==> config.mk <==
export PLATFORM = sky130hd
export DESIGN_NAME = flag_unit
export DESIGN_NICKNAME = d
export VERILOG_FILES = /design/src/rtl/flag_unit.sv
export SDC_FILE = /design/constraint.sdc
export NUM_CORES = 1
export LEC_CHECK = 0
export BUFFER_PORTS_ARGS = -buffer_cell sky130_fd_sc_hd__buf_2
export CAP_MARGIN = 20
export CORE_ASPECT_RATIO = 2
export CORE_MARGIN = 10
export CORE_UTILIZATION = 50
export DETAILED_ROUTE_END_ITERATION = 6
export PLACE_DENSITY = 0.82
export SYNTH_ARGS = -nofsm -noshare
export SYNTH_HDL_FRONTEND = slang
export SYNTH_SLANG_ARGS = --single-unit
==> constraint.sdc <==
create_clock -name clk -period 3.5 [get_ports clk]
set_input_delay 0.35 -clock clk [delete_from_list [all_inputs] [get_ports clk]]
set_output_delay 0.35 -clock clk [all_outputs]
set_load 0.005 [all_outputs]
==> src/rtl/flag_unit.sv <==
// flag_unit: producer of the NZCV condition flags.
// Derives N/Z/C/V from execute-stage ALU results, holds the live flag
// register, and keeps a small shadow stack for exception entry/return.
module flag_unit #(
  parameter int WIDTH = 32,
  parameter int DEPTH = 4
) (
  input  logic                       clk,
  input  logic                       rst_n,
  input  logic                       InValid,
  input  logic                       Stall,
  input  logic                       CondEx,
  input  logic [1:0]                 FlagW,
  input  logic                       ArithOp,
  input  logic                       SubOp,
  input  logic [WIDTH-1:0]           ALUResult,
  input  logic                       SrcAMsb,
  input  logic                       SrcBMsb,
  input  logic                       AdderCout,
  input  logic                       ShCarry,
  input  logic                       SaveFlags,
  input  logic                       RestoreFlags,
  input  logic                       ErrClr,
  output logic [3:0]                 Flags,
  output logic [$clog2(DEPTH+1)-1:0] StackCount,
  output logic                       StackFull,
  output logic                       StackEmpty,
  output logic                       OvfErr,
  output logic                       UnfErr
);

  localparam int CW = $clog2(DEPTH+1);

  logic [3:0]    flags;
  logic [3:0]    stack_mem [DEPTH];
  logic [CW-1:0] count;
  logic          ovf_err;
  logic          unf_err;

  logic          we;
  logic          n_n, n_z, n_c, n_v;
  logic [3:0]    written;
  logic [3:0]    top;
  logic          full;
  logic          empty;

  logic [3:0]    flags_nxt;
  logic [CW-1:0] count_nxt;
  logic          push_en;
  logic [CW-1:0] wr_idx;
  logic          ovf_set;
  logic          unf_set;
  logic          err_clr;

  assign full    = (count == CW'(DEPTH));
  assign empty   = (count == '0);
  assign we      = InValid & CondEx & ~Stall;
  assign err_clr = ErrClr & ~Stall;

  // Candidate flags from the ALU result; V is only meaningful for add/sub.
  always_comb begin
    n_n = ALUResult[WIDTH-1];
    n_z = (ALUResult == '0);
    n_c = ArithOp ? AdderCout : ShCarry;
    n_v = ArithOp ? (~(SrcAMsb ^ SrcBMsb ^ SubOp) & (SrcAMsb ^ ALUResult[WIDTH-1]))
                  : flags[0];
    written = flags;
    if (we) begin
      if (FlagW[1]) written[3:2] = {n_n, n_z};
      if (FlagW[0]) written[1:0] = {n_c, n_v};
    end
  end

  // Top-of-stack read by compare so the count never indexes past the array.
  always_comb begin
    top = '0;
    for (int i = 0; i < DEPTH; i++) begin
      if (count == CW'(i + 1)) top = stack_mem[i];
    end
  end

  // Resolve push/pop/exchange priority against the normal flag write.
  always_comb begin
    flags_nxt = flags;
    count_nxt = count;
    push_en   = 1'b0;
    wr_idx    = count;
    ovf_set   = 1'b0;
    unf_set   = 1'b0;
    if (!Stall) begin
      if (SaveFlags && RestoreFlags) begin
        if (!empty) begin
          flags_nxt = top;
          push_en   = 1'b1;
          wr_idx    = count - CW'(1);
        end else begin
          flags_nxt = written;
          push_en   = 1'b1;
          count_nxt = count + CW'(1);
          unf_set   = 1'b1;
        end
      end else if (SaveFlags) begin
        flags_nxt = written;
        if (!full) begin
          push_en   = 1'b1;
          count_nxt = count + CW'(1);
        end else begin
          ovf_set = 1'b1;
        end
      end else if (RestoreFlags) begin
        if (!empty) begin
          flags_nxt = top;
          count_nxt = count - CW'(1);
        end else begin
          flags_nxt = written;
          unf_set   = 1'b1;
        end
      end else begin
        flags_nxt = written;
      end
    end
  end

  // Live flags, stack storage and sticky error state.
  always_ff @(posedge clk or negedge rst_n) begin
    if (!rst_n) begin
      flags   <= '0;
      count   <= '0;
      ovf_err <= 1'b0;
      unf_err <= 1'b0;
      for (int i = 0; i < DEPTH; i++) stack_mem[i] <= '0;
    end else begin
      flags   <= flags_nxt;
      count   <= count_nxt;
      ovf_err <= ovf_set | (ovf_err & ~err_clr);
      unf_err <= unf_set | (unf_err & ~err_clr);
      for (int i = 0; i < DEPTH; i++) begin
        if (push_en && wr_idx == CW'(i)) stack_mem[i] <= flags;
      end
    end
  end

  assign Flags      = flags;
  assign StackCount = count;
  assign StackFull  = full;
  assign StackEmpty = empty;
  assign OvfErr     = ovf_err;
  assign UnfErr     = unf_err;

endmodule

==> results of run 1 <==
-- how the worst max path moves through the flow --
| stage | from | endpoint | slack, ps | depth (start not counted) |
|---|---|---|---|---|
| 2_1_floorplan | StackCount[0] | StackCount[1] | 1430 | 6 |
| 3_3_place_gp | StackCount[0] | StackCount[1] | 1200 | 6 |
| 3_5_place_dp | StackCount[0] | StackCount[1] | 1170 | 6 |
| 4_1_cts | StackCount[0] | StackCount[1] | 1150 | 6 |
| 5_1_grt | StackCount[0] | StackCount[1] | 980 | 6 |
| 6_report | StackCount[0] | StackCount[1] | 1160 | 6 |
-- layer usage --
| layer | up-vias | routed length [microns] |
|---|---|---|
| li1 | 695 | - |
| met1 | 710 | 1590 |
| met2 | 68 | 2570 |
| met3 | 10 | 339 |
| met4 | 0 | 105 |
| met5 | - | 0 |
-- worst max-delay path: stages, from the launching register on --
cell      delay (ps)
dfrtp_1          480
inv_1            200
ha_1             350
or2_2            320
a311oi_2         480
mux2i_1          220
o311ai_0         140
-- stage by stage --
step / power [mW] / worst slack (ps) / cells / hold WS [ps]
2_1_floorplan: 0.907 / 1430 / 153 / 54.4
3_3_place_gp: 1.08 / 1200 / 236 / 358
3_5_place_dp: 1.09 / 1170 / 236 / 369
4_1_cts: 1.27 / 1150 / 240 / 76.9
5_1_grt: 1.36 / 977 / 240 / 116
6_report: 1.27 / 1160 / 240 / 66.1
-- cells by family (layout without fill, tap and decap cells) --
kind of cell | Yosys count | in the layout | share of synthesized area [%]
AO/OA/AOI/OAI | 42 | 42 | 20.0
flip-flops | 25 | 25 | 38.9
buffers and inverters | 11 | 67 | 4.43
XOR/XNOR | 2 | 2 | 1.09
multiplexers | 20 | 20 | 13.7
AND/OR/NAND/NOR | 47 | 47 | 17.2
adder cells (fa/ha/maj) | 6 | 6 | 4.66
-- registers in the layout, indices dropped and copies added (netlist names) --
register	cells
Flags	4
OvfErr	1
StackCount	3
UnfErr	1
stack_mem	16
-- placed cells by master (no fill, tap or decap), types with 2 or more instances in the layout --
| cell type | instances |
|---|---|
| and4b_1 | 2 |
| a21oi_1 | 5 |
| a211oi_1 | 4 |
| mux2i_1 | 4 |
| and4_1 | 2 |
| nor2_1 | 5 |
| clkbuf_8 | 3 |
| mux2_2 | 15 |
| a221oi_1 | 2 |
| nand2b_1 | 2 |
| nor2b_1 | 2 |
| ha_1 | 6 |
| or4_1 | 3 |
| nor4_1 | 8 |
| a22o_1 | 3 |
| buf_2 | 58 |
| nor3_1 | 3 |
| a21boi_0 | 3 |
| o22ai_1 | 2 |
| inv_1 | 5 |
| o21ai_2 | 4 |
| o21ai_0 | 8 |
| dfrtp_1 | 25 |
| nand2_1 | 12 |
-- where the power goes --
part / switching [mW] / internal (mW)
Combinational: 0.327 / 0.266
Sequential: 0.110 / 0.393
Clock: 0.0899 / 0.0814
Total: 0.526 / 0.740
-- layout make-up --
| type | instances | share of cell area (%) |
|---|---|---|
| flip-flops and latches | 25 | 32.4 |
| well taps | 31 | 2.01 |
| inverters | 5 | 0.972 |
| multi-input cells | 117 | 47.3 |
| clock buffers | 4 | 2.33 |
| repair buffers | 58 | 15.0 |
==> results.json, run 1 <==
{
  "synth_enable_flop_cells": 0,
  "placement.io_buffers": 58,
  "timing.rr.start": "StackCount[0]",
  "peak_fanout_along_the_critical_path": 9,
  "post_drt_wl_per_cell_microns": 19.2,
  "post-route-drc-count": 0,
  "ant_nets": 0,
  "period_needed_ps": 2340,
  "die_width_microns": 60.1,
  "syn_inst": 153,
  "worst_setup_path_start_kind": "register",
  "power_density_mw_per_mm2": 656,
  "count_of_tritonroute_iterations_in_the_first_routing_pass": 4,
  "maxCapViolCount": 0,
  "ff2ff_path_depth": 6,
  "post_route_fraction_of_the_period_consumed_by_the_critical_path_pct": 66.9,
  "pin_count_of_the_biggest_net_entering_global_routing": 26,
  "final_layout_size_suffix_gt1_share_pct": 41.1,
  "die_area_sq_mm": 0.00603,
  "starting_density_of_the_core_pct": 51.6,
  "cts_hold_buffers": 0,
  "worstSkewPairLatency_ps": 270,
  "grt_first_pass_wirelength_microns": 7550,
  "drt-initial-drc-count": 58,
  "grt_util_met3_pct": 4.30,
  "synth_top_cells_by_count": "25 x dfrtp_1, 15 x mux2_2, 12 x nand2_1",
  "synth-main-ff-cell": "dfrtp_1",
  "grt-busiest-layer": "met2",
  "rr_endpoint": "StackCount[1]",
  "synth.top_cell.area_share_pct": 38.9,
  "fin_util_pct": 61.9,
  "synthesis.yosys.warnings": 0,
  "asyncSetResetFlopFracSynth_pct": 100,
  "num_io_pins": 59,
  "route.vias.total": 1483,
  "fp.coreArea_sq_mm": 0.00312,
  "outcome": "finished, final reports clean",
  "netlist-cell-type-count": 46,
  "rsz0062_at_grt": "no",
  "fillers": 276,
  "cts-root-buf": "clkbuf_8",
  "slew-limit-headroom_pct": 62.4,
  "met2_usage_pct": 28.4,
  "postCtsSetupBuffers": 0,
  "synth.most_common_cell": "dfrtp_1",
  "ir_drop_v": 0.000421,
  "number_of_pins_exceeding_their_max_slew_limit_in_the_final_report": 0,
  "cts_tree": "built",
  "critical_path.endpoint_type": "register",
  "hold_viol_final": 0,
  "multi_input_comb_area_sq_um": 913,
  "detail_route.wirelength_microns": 4600,
  "cts.path.max_buffers": 2,
  "postSynthAreaPerCell_sq_um": 10.5,
  "timing_worst_slew_pin_value_ps": 563,
  "post_dp_cell_area_sq_mm": 0.00189,
  "insertedDiodeCount": 0,
  "number_of_global_route_vias_before_repair": 1585,
  "fmaxAchievable_mhz": 427,
  "timing.setup.critical_path_class": "register to register",
  "die_h_microns": 100,
  "cts_max_level": 1,
  "postSynthRegisterBits": 25,
  "global_route.usage.total_pct": 15.7,
  "worst_ep_arrival_time_ps": 2460,
  "synth.cell_area_sq_mm": 0.00161,
  "synth_seq_area_share_pct": 38.9,
  "finalWeightedCongestion": 0.888,
  "final_cell_area_sq_mm": 0.00193,
  "post_cts.resized_instances": 0,
  "cts_buffers": 3,
  "place.detailed.hpwl_microns": 3850,
  "final.setup.tns_ps": 0,
  "worstHoldPathType": "input pin to asynchronous set/reset pin",
  "core.rowCount": 29,
  "synthTopCellsByArea": "dfrtp_1 39%, mux2_2 10%, ha_1 4.7%, nor4_1 3.1%, buf_6 2.8%",
  "worstPathRequired_ps": 3620,
  "vias_per_cell": 6.18,
  "cellLeakagePower_nw": 0.928,
  "synthToLayoutAreaGrowth_pct": 20.0,
  "net_count_after_synthesis": 207,
  "clock_transition_time_at_the_flip_flop_clock_pins_of_the_worst_setup_and_hold_paths_ps": 90,
  "setup_viol": 0,
  "yosys.area.top_type": "dfrtp_1",
  "finClkSkew_ps": 8.68,
  "layout.area.seq_sq_um": 626,
  "global_route.overflow_total": 0,
  "antenna_violations_before_repair": 0,
  "global_routing_usage_on_met1_pct": 15.8,
  "nets": 264,
  "cts.sink_count": 25,
  "minimum_setup_slack_among_reg_to_reg_paths_ps": 1160
}
Note: power is estimated with default switching activity, not from simulation.
==> run 2: changes to the inputs <==
--- a/config.mk
+++ b/config.mk
@@ -5,13 +5,14 @@
 export SDC_FILE = /design/constraint.sdc
 export NUM_CORES = 1
 export LEC_CHECK = 0
+export ABC_AREA = 1
 export BUFFER_PORTS_ARGS = -buffer_cell sky130_fd_sc_hd__buf_2
 export CAP_MARGIN = 20
 export CORE_ASPECT_RATIO = 2
 export CORE_MARGIN = 10
 export CORE_UTILIZATION = 50
 export DETAILED_ROUTE_END_ITERATION = 6
-export PLACE_DENSITY = 0.82
+export PLACE_DENSITY = 0.8
 export SYNTH_ARGS = -nofsm -noshare
 export SYNTH_HDL_FRONTEND = slang
 export SYNTH_SLANG_ARGS = --single-unit
==> constraint.sdc (replaced) <==
create_clock -name clk -period 2.3 [get_ports clk]
set_input_delay 0.23 -clock clk [delete_from_list [all_inputs] [get_ports clk]]
set_output_delay 0.23 -clock clk [all_outputs]
set_load 0.005 [all_outputs]
==> run 2 against run 1 <==
  * Synthesized cell count grew 73%
  * Sequential share of layout area is 4.1 points lower
  * First-iteration DRC count grew 10%
  * Combinational power increased by 110%
  * Worst setup slack lost 900 ps
  * Via count rose by 29%
  * Sequential power up 61%
  * Die area up 9.1%
  * Final cell count up 55%
  * Largest power group unchanged
==> results.json, run 2 <==
{
  "cts.sink_count": 25,
  "synth_top_family_by_area": "simple AND/OR/NAND/NOR gates",
  "finClkSkew_ps": 2.45,
  "post_synth_fa_ha_maj_area_fraction_pct": 4.14,
  "netlist-cell-type-count": 27,
  "multi_input_comb_area_sq_mm": 0.00105,
  "synth_mux_area_share_pct": 0,
  "worst_ep_arrival_time_ps": 2230,
  "synthesis.yosys.warnings": 0,
  "mostFrequentLayoutCell": "nand2_1",
  "place.detailed.hpwl_microns": 4300,
  "starting_density_of_the_core_pct": 52.5,
  "largest_register_ff_count": 16,
  "syn_inst": 264,
  "final_layout_size_suffix_gt1_share_pct": 26.5,
  "critical_path.endpoint_type": "register",
  "ir_drop_v": 0.000544,
  "setup_viol": 0,
  "pin_count_of_the_biggest_net_entering_global_routing": 26,
  "die_area_sq_mm": 0.00658,
  "die_h_microns": 105,
  "synthSimpleGateAreaFrac_pct": 43.4,
  "outcome": "finished, final reports clean",
  "post-route-drc-count": 0,
  "net_count_after_synthesis": 318,
  "rsz0062_at_grt": "no",
  "maxCapViolCount": 0,
  "layout.area.seq_sq_um": 626,
  "grt_first_pass_wirelength_microns": 8680,
  "final_cell_mix": "80 x nand2_1, 58 x buf_2, 40 x nor2_1",
  "postCtsSetupBuffers": 0,
  "slew-limit-headroom_pct": 61.8,
  "hold_path_depth": 2,
  "detail_route.wirelength_microns": 5190,
  "cts.path.max_buffers": 2,
  "share_comb_of_total_power_pct": 53.3,
  "fillers": 335,
  "worstSkewPairLatency_ps": 280,
  "p_sw_share_pct": 48.8,
  "final.setup.tns_ps": 0,
  "worstHoldPathType": "input pin to register",
  "peak_fanout_along_the_critical_path": 9,
  "yosys.area.top_type": "dfrtp_1",
  "cellLeakagePower_nw": 1.24,
  "asyncSetResetFlopFracSynth_pct": 100,
  "fin_util_pct": 64.0,
  "synth_seq_area_share_pct": 34.5,
  "number_of_pins_exceeding_their_max_slew_limit_in_the_final_report": 0,
  "ant_nets": 0,
  "core.rowCount": 30,
  "hold_viol_final": 0,
  "p_clk_share_pct": 12.0,
  "fp.coreArea_sq_mm": 0.00345,
  "synth.top_cell.area_share_pct": 34.5,
  "timing.setup.critical_path_class": "register to register",
  "postSynthAreaPerCell_sq_um": 6.86,
  "placement.io_buffers": 58,
  "global_route.usage.total_pct": 15.6,
  "antenna_violations_before_repair": 0,
  "route.vias.total": 1912,
  "vias_per_cell": 5.13,
  "insertedDiodeCount": 0,
  "synth.cell_area_sq_mm": 0.00181,
  "post_synth_xor_area_fraction_pct": 0,
  "nets": 380,
  "clock_transition_time_at_the_flip_flop_clock_pins_of_the_worst_setup_and_hold_paths_ps": 90,
  "synth_top_cells_by_count": "80 x nand2_1, 40 x nor2_1, 31 x nand3_1",
  "synth_enable_flop_cells": 0,
  "worstPathRequired_ps": 2480,
  "global_route.overflow_total": 0,
  "cts_max_level": 1,
  "p_sw_mw": 1.14,
  "cts_buffers": 3,
  "largest_register": "stack_mem",
  "power_density_mw_per_mm2": 1060,
  "number_of_global_route_vias_before_repair": 2068,
  "seq_power_share_pct": 34.7,
  "drt-initial-drc-count": 64,
  "timing_worst_slew_pin_value_ps": 573,
  "synth.most_common_cell": "nand2_1",
  "synth-main-ff-cell": "dfrtp_1",
  "finalWeightedCongestion": 0.895,
  "cts_tree": "built",
  "worst_setup_path_start_kind": "register",
  "synth-compound-area-share_pct": 10.6,
  "num_io_pins": 59,
  "ff2ff_path_depth": 10,
  "cts-root-buf": "clkbuf_8",
  "synthToLayoutAreaGrowth_pct": 22.0,
  "fmaxAchievable_mhz": 489,
  "postSynthRegisterBits": 25,
  "post_route_fraction_of_the_period_consumed_by_the_critical_path_pct": 88.9,
  "period_needed_ps": 2050,
  "intPower_mw": 1.20,
  "die_width_microns": 62.6,
  "synthTopCellsByArea": "dfrtp_1 35%, nand2_1 17%, nand3_1 8.6%, nor2_1 8.3%, inv_1 5.2%",
  "post_drt_wl_per_cell_microns": 13.9,
  "count_of_tritonroute_iterations_in_the_first_routing_pass": 4
}
[run 2: power groups by stage]
stage	combinational (mW)	sequential (mW)	clock, mW
after floorplan	0.901	0.757	0
after global placement	1.22	0.811	0
after detailed placement	1.25	0.813	0
after CTS	1.26	0.805	0.277
after global routing	1.41	0.826	0.288
final	1.24	0.810	0.280
[run 2: per-layer routing]
layer | up-vias | GRT usage, % | part of all wire (%)
met3 | 16 | 4.17 | 6.5
met2 | 66 | 29.4 | 54
li1 | 957 | - | -
met1 | 873 | 14.3 | 36
met5 | - | 0 | 0
met4 | 0 | 9.32 | 3.9
[run 2: repair_timing]
| action | 4_1_cts | 5_1_grt |
|---|---|---|
| gates resized for setup | 0 | 0 |
| hold buffers | 1 | 0 |
| hold endpoints to repair | 25 | 0 |
[run 2: final timing paths]
kind                       slack [ps]     startpoint            end
max reg2reg                       250  StackCount[0]   stack_mem[6]
min                               170   RestoreFlags         OvfErr
min reg2reg                       490  stack_mem[14]  stack_mem[14]
max                               250  StackCount[0]   stack_mem[6]
min in group asynchronous         480          rst_n         OvfErr
max in group asynchronous        1430          rst_n  stack_mem[11]
[run 2: cell type report]
| cell class | instances | area share (%) |
|---|---|---|
| Tap cell | 48 | 2.72 |
| Timing Repair Buffer | 59 | 13.6 |
| Clock inverter | 1 | 0.340 |
| Multi-Input combinational cell | 205 | 47.7 |
| Clock buffer | 3 | 1.87 |
| Inverter | 32 | 5.55 |
| Sequential cell | 25 | 28.3 |
[run 2: cells by family (layout without fill, tap and decap cells)]
group	after synthesis	in the layout
AO/OA/AOI/OAI	30	30
adder cells (fa/ha/maj)	6	6
buffers and inverters	34	95
flip-flops	25	25
AND/OR/NAND/NOR	169	169
[run 2: through the flow]
stage          cells  power (mW)  cell area [sq um]  hold slack, ps  worst slack, ps
3_3_place_gp     368        2.03               2150             252              317
4_1_cts          373        2.34               2210             171              255
3_5_place_dp     368        2.06               2150             252              284
2_1_floorplan    264        1.66               1810           -65.6              544
6_report         373        2.33               2210             167              255
5_1_grt          373        2.52               2210             182             59.9
[run 2: critical path, cell delays in order, from the launching register on]
cell	delay, ps
dfrtp_1	430
inv_1	140
ha_1	330
nand2_2	160
inv_2	80
a21oi_1	260
nand3_2	190
inv_2	180
nand2_4	70
nand2_1	60
nand2_1	40
==> run 3: changes to the inputs <==
==> constraint.sdc (replaced) <==
create_clock -name clk -period 2 [get_ports clk]
set_input_delay 0.2 -clock clk [delete_from_list [all_inputs] [get_ports clk]]
set_output_delay 0.2 -clock clk [all_outputs]
set_load 0.005 [all_outputs]
==> run 3 against run 2 <==
  * Total power increased by 15%
  * Worst setup slack worse by 70 ps
  * Global-route usage down 0.078 points
  * Critical path depth increased by 1
  * Final cell count increased by 0.54%
  * Via count decreased by 3.3%
  * Sequential cell count did not move
  * Non-clock buffer count up 2
  * Largest power group unchanged
==> results.json, run 3 (synthesized netlist as in run 2, its figures left out) <==
{
  "fmaxAchievable_mhz": 551,
  "slew-limit-headroom_pct": 61.9,
  "timing.critical_path.cells": "inv_1 > ha_2 > nand2_1 > nand2_1 > nand2_1 > nand2_1 > nand3_2 > inv_2 > nand2_4 > nand2_1 > nand2_1",
  "cts_max_level": 1,
  "number_of_pins_exceeding_their_max_slew_limit_in_the_final_report": 0,
  "cts-root-buf": "clkbuf_8",
  "timing.rr.start": "StackCount[1]",
  "rr_endpoint": "stack_mem[4]",
  "ff2ff_path_depth": 11,
  "critical_path.endpoint_type": "register",
  "timing.critical_path.max_delay_family": "simple AND/OR/NAND/NOR gates",
  "pin_count_of_the_biggest_net_entering_global_routing": 26,
  "largest_register_ff_count": 16,
  "slowest_stage": "dfrtp_1",
  "routedLengthMet1_microns": 1840,
  "global_route.usage.total_pct": 15.6,
  "mostFrequentLayoutCell": "nand2_1",
  "ir_drop_v": 0.000628,
  "fin_util_pct": 64.6,
  "global_route.overflow_total": 0,
  "cts.path.max_buffers": 2,
  "period_needed_ps": 1810,
  "crit_end": "stack_mem[4]",
  "cts_tree": "built",
  "post_dp_cell_area_sq_mm": 0.00217,
  "routed.top_layer": "met4",
  "final_cell_mix": "80 x nand2_1, 58 x buf_2, 40 x nor2_1",
  "vias_per_cell": 4.93,
  "post-route-drc-count": 0,
  "worst_ep_arrival_time_ps": 1990,
  "antenna_violations_before_repair": 0,
  "setup_viol": 0,
  "placement.io_buffers": 58,
  "minimum_setup_slack_among_reg_to_reg_paths_ps": 190,
  "hold_ws_ps": 153,
  "met2WireLength_microns": 2760,
  "multi_input_comb_area_sq_mm": 0.00106,
  "worstHoldPathType": "input pin to register",
  "final_cell_count_no_fill": 375,
  "die_area_sq_mm": 0.00658,
  "cts_buffers": 3,
  "die_width_microns": 62.6,
  "largest_register": "stack_mem",
  "critPathMostFrequentCell": "nand2_1",
  "route.vias.total": 1849,
  "nets": 382,
  "worstPathRequired_ps": 2170,
  "post_drt_wl_per_cell_microns": 13.4,
  "layout.area.seq_sq_um": 626,
  "hold_viol_final": 0,
  "num_io_pins": 59,
  "final.setup.tns_ps": 0,
  "cellLeakagePower_nw": 1.25,
  "worst_setup_path_start_kind": "register",
  "grt_first_pass_wirelength_microns": 8680,
  "finalWeightedCongestion": 0.802,
  "starting_density_of_the_core_pct": 52.5,
  "worstPathBufferInverterCount": 2,
  "rsz0062_at_grt": "no",
  "power_density_mw_per_mm2": 1200,
  "place.detailed.hpwl_microns": 4280,
  "crit_path_cell_count": 11,
  "fin_total_pwr_mw": 2.69,
  "core.rowCount": 30,
  "timing.setup.critical_path_class": "register to register",
  "final_layout_size_suffix_gt1_share_pct": 27.5,
  "timing_worst_slew_pin_value_ps": 571,
  "clock_transition_time_at_the_flip_flop_clock_pins_of_the_worst_setup_and_hold_paths_ps": 90,
  "final_cell_area_sq_mm": 0.00223,
  "count_of_tritonroute_iterations_in_the_first_routing_pass": 4,
  "ant_nets": 0,
  "die_h_microns": 105,
  "synthToLayoutAreaGrowth_pct": 23.2,
  "dp_cells": 370,
  "cts.sink_count": 25,
  "maxCapViolCount": 0,
  "fp.coreArea_sq_mm": 0.00345,
  "fillers": 341,
  "number_of_global_route_vias_before_repair": 1955,
  "crit_path_max_cell_delay_ps": 430,
  "place_worst_setup_slack_ps": 98.9,
  "worstSkewPairLatency_ps": 270,
  "post_route_fraction_of_the_period_consumed_by_the_critical_path_pct": 90.7,
  "drt-initial-drc-count": 44,
  "timing.critical_path.from": "StackCount[1]",
  "detail_route.wirelength_microns": 5020,
  "finClkSkew_ps": 4.94,
  "detailroute.wirelength.met3_microns": 305,
  "outcome": "finished, final reports clean",
  "final.setup.worst_slack_ps": 185,
  "peak_fanout_along_the_critical_path": 9,
  "insertedDiodeCount": 0
}
## run 3: cell count changes in the layout (fill, tap and decap cells not counted)
cell     delta
a21oi_1     -1
buf_4       +2
ha_1        -1
a21oi_2     +1
ha_2        +1
## run 3: final cells by class
type / instances / area share (%)
Multi-Input combinational cell: 205 / 47.5
Sequential cell: 25 / 28.0
Timing Repair Buffer: 61 / 14.1
Inverter: 32 / 5.49
Tap cell: 48 / 2.69
Clock buffer: 3 / 1.85
Clock inverter: 1 / 0.336
## run 3: repair_timing
item	in CTS	in global routing
endpoints found under the hold margin	25	0
buffers inserted	0	0
hold buffers	1	0
gates resized for setup	0	2
setup endpoints to repair	0	17
## run 3: routing by layer
layer  up-vias  global-route usage [%]
met4         0                    5.63
met1       825                    14.8
met5         -                       0
li1        963                       -
met2        55                    30.9
met3         6                    3.42
## run 3: power by group
part	total [mW]	switching (mW)	internal, mW
logic	1.45	0.903	0.549
registers	0.926	0.214	0.712
clock network	0.311	0.169	0.141
total	2.69	1.29	1.40
## run 3: how the worst min path moves through the flow
| stage | end | start | slack [ps] | cells after the start |
|---|---|---|---|---|
| after global routing | OvfErr | RestoreFlags | 180 | 2 |
| final | OvfErr | RestoreFlags | 150 | 2 |
| after detailed placement | StackCount[0] | rst_n | 220 | 1 |
| after CTS | OvfErr | RestoreFlags | 160 | 2 |
| after floorplan | Flags[0] | rst_n | -100 | 0 |
| after global placement | StackCount[1] | rst_n | 220 | 1 |
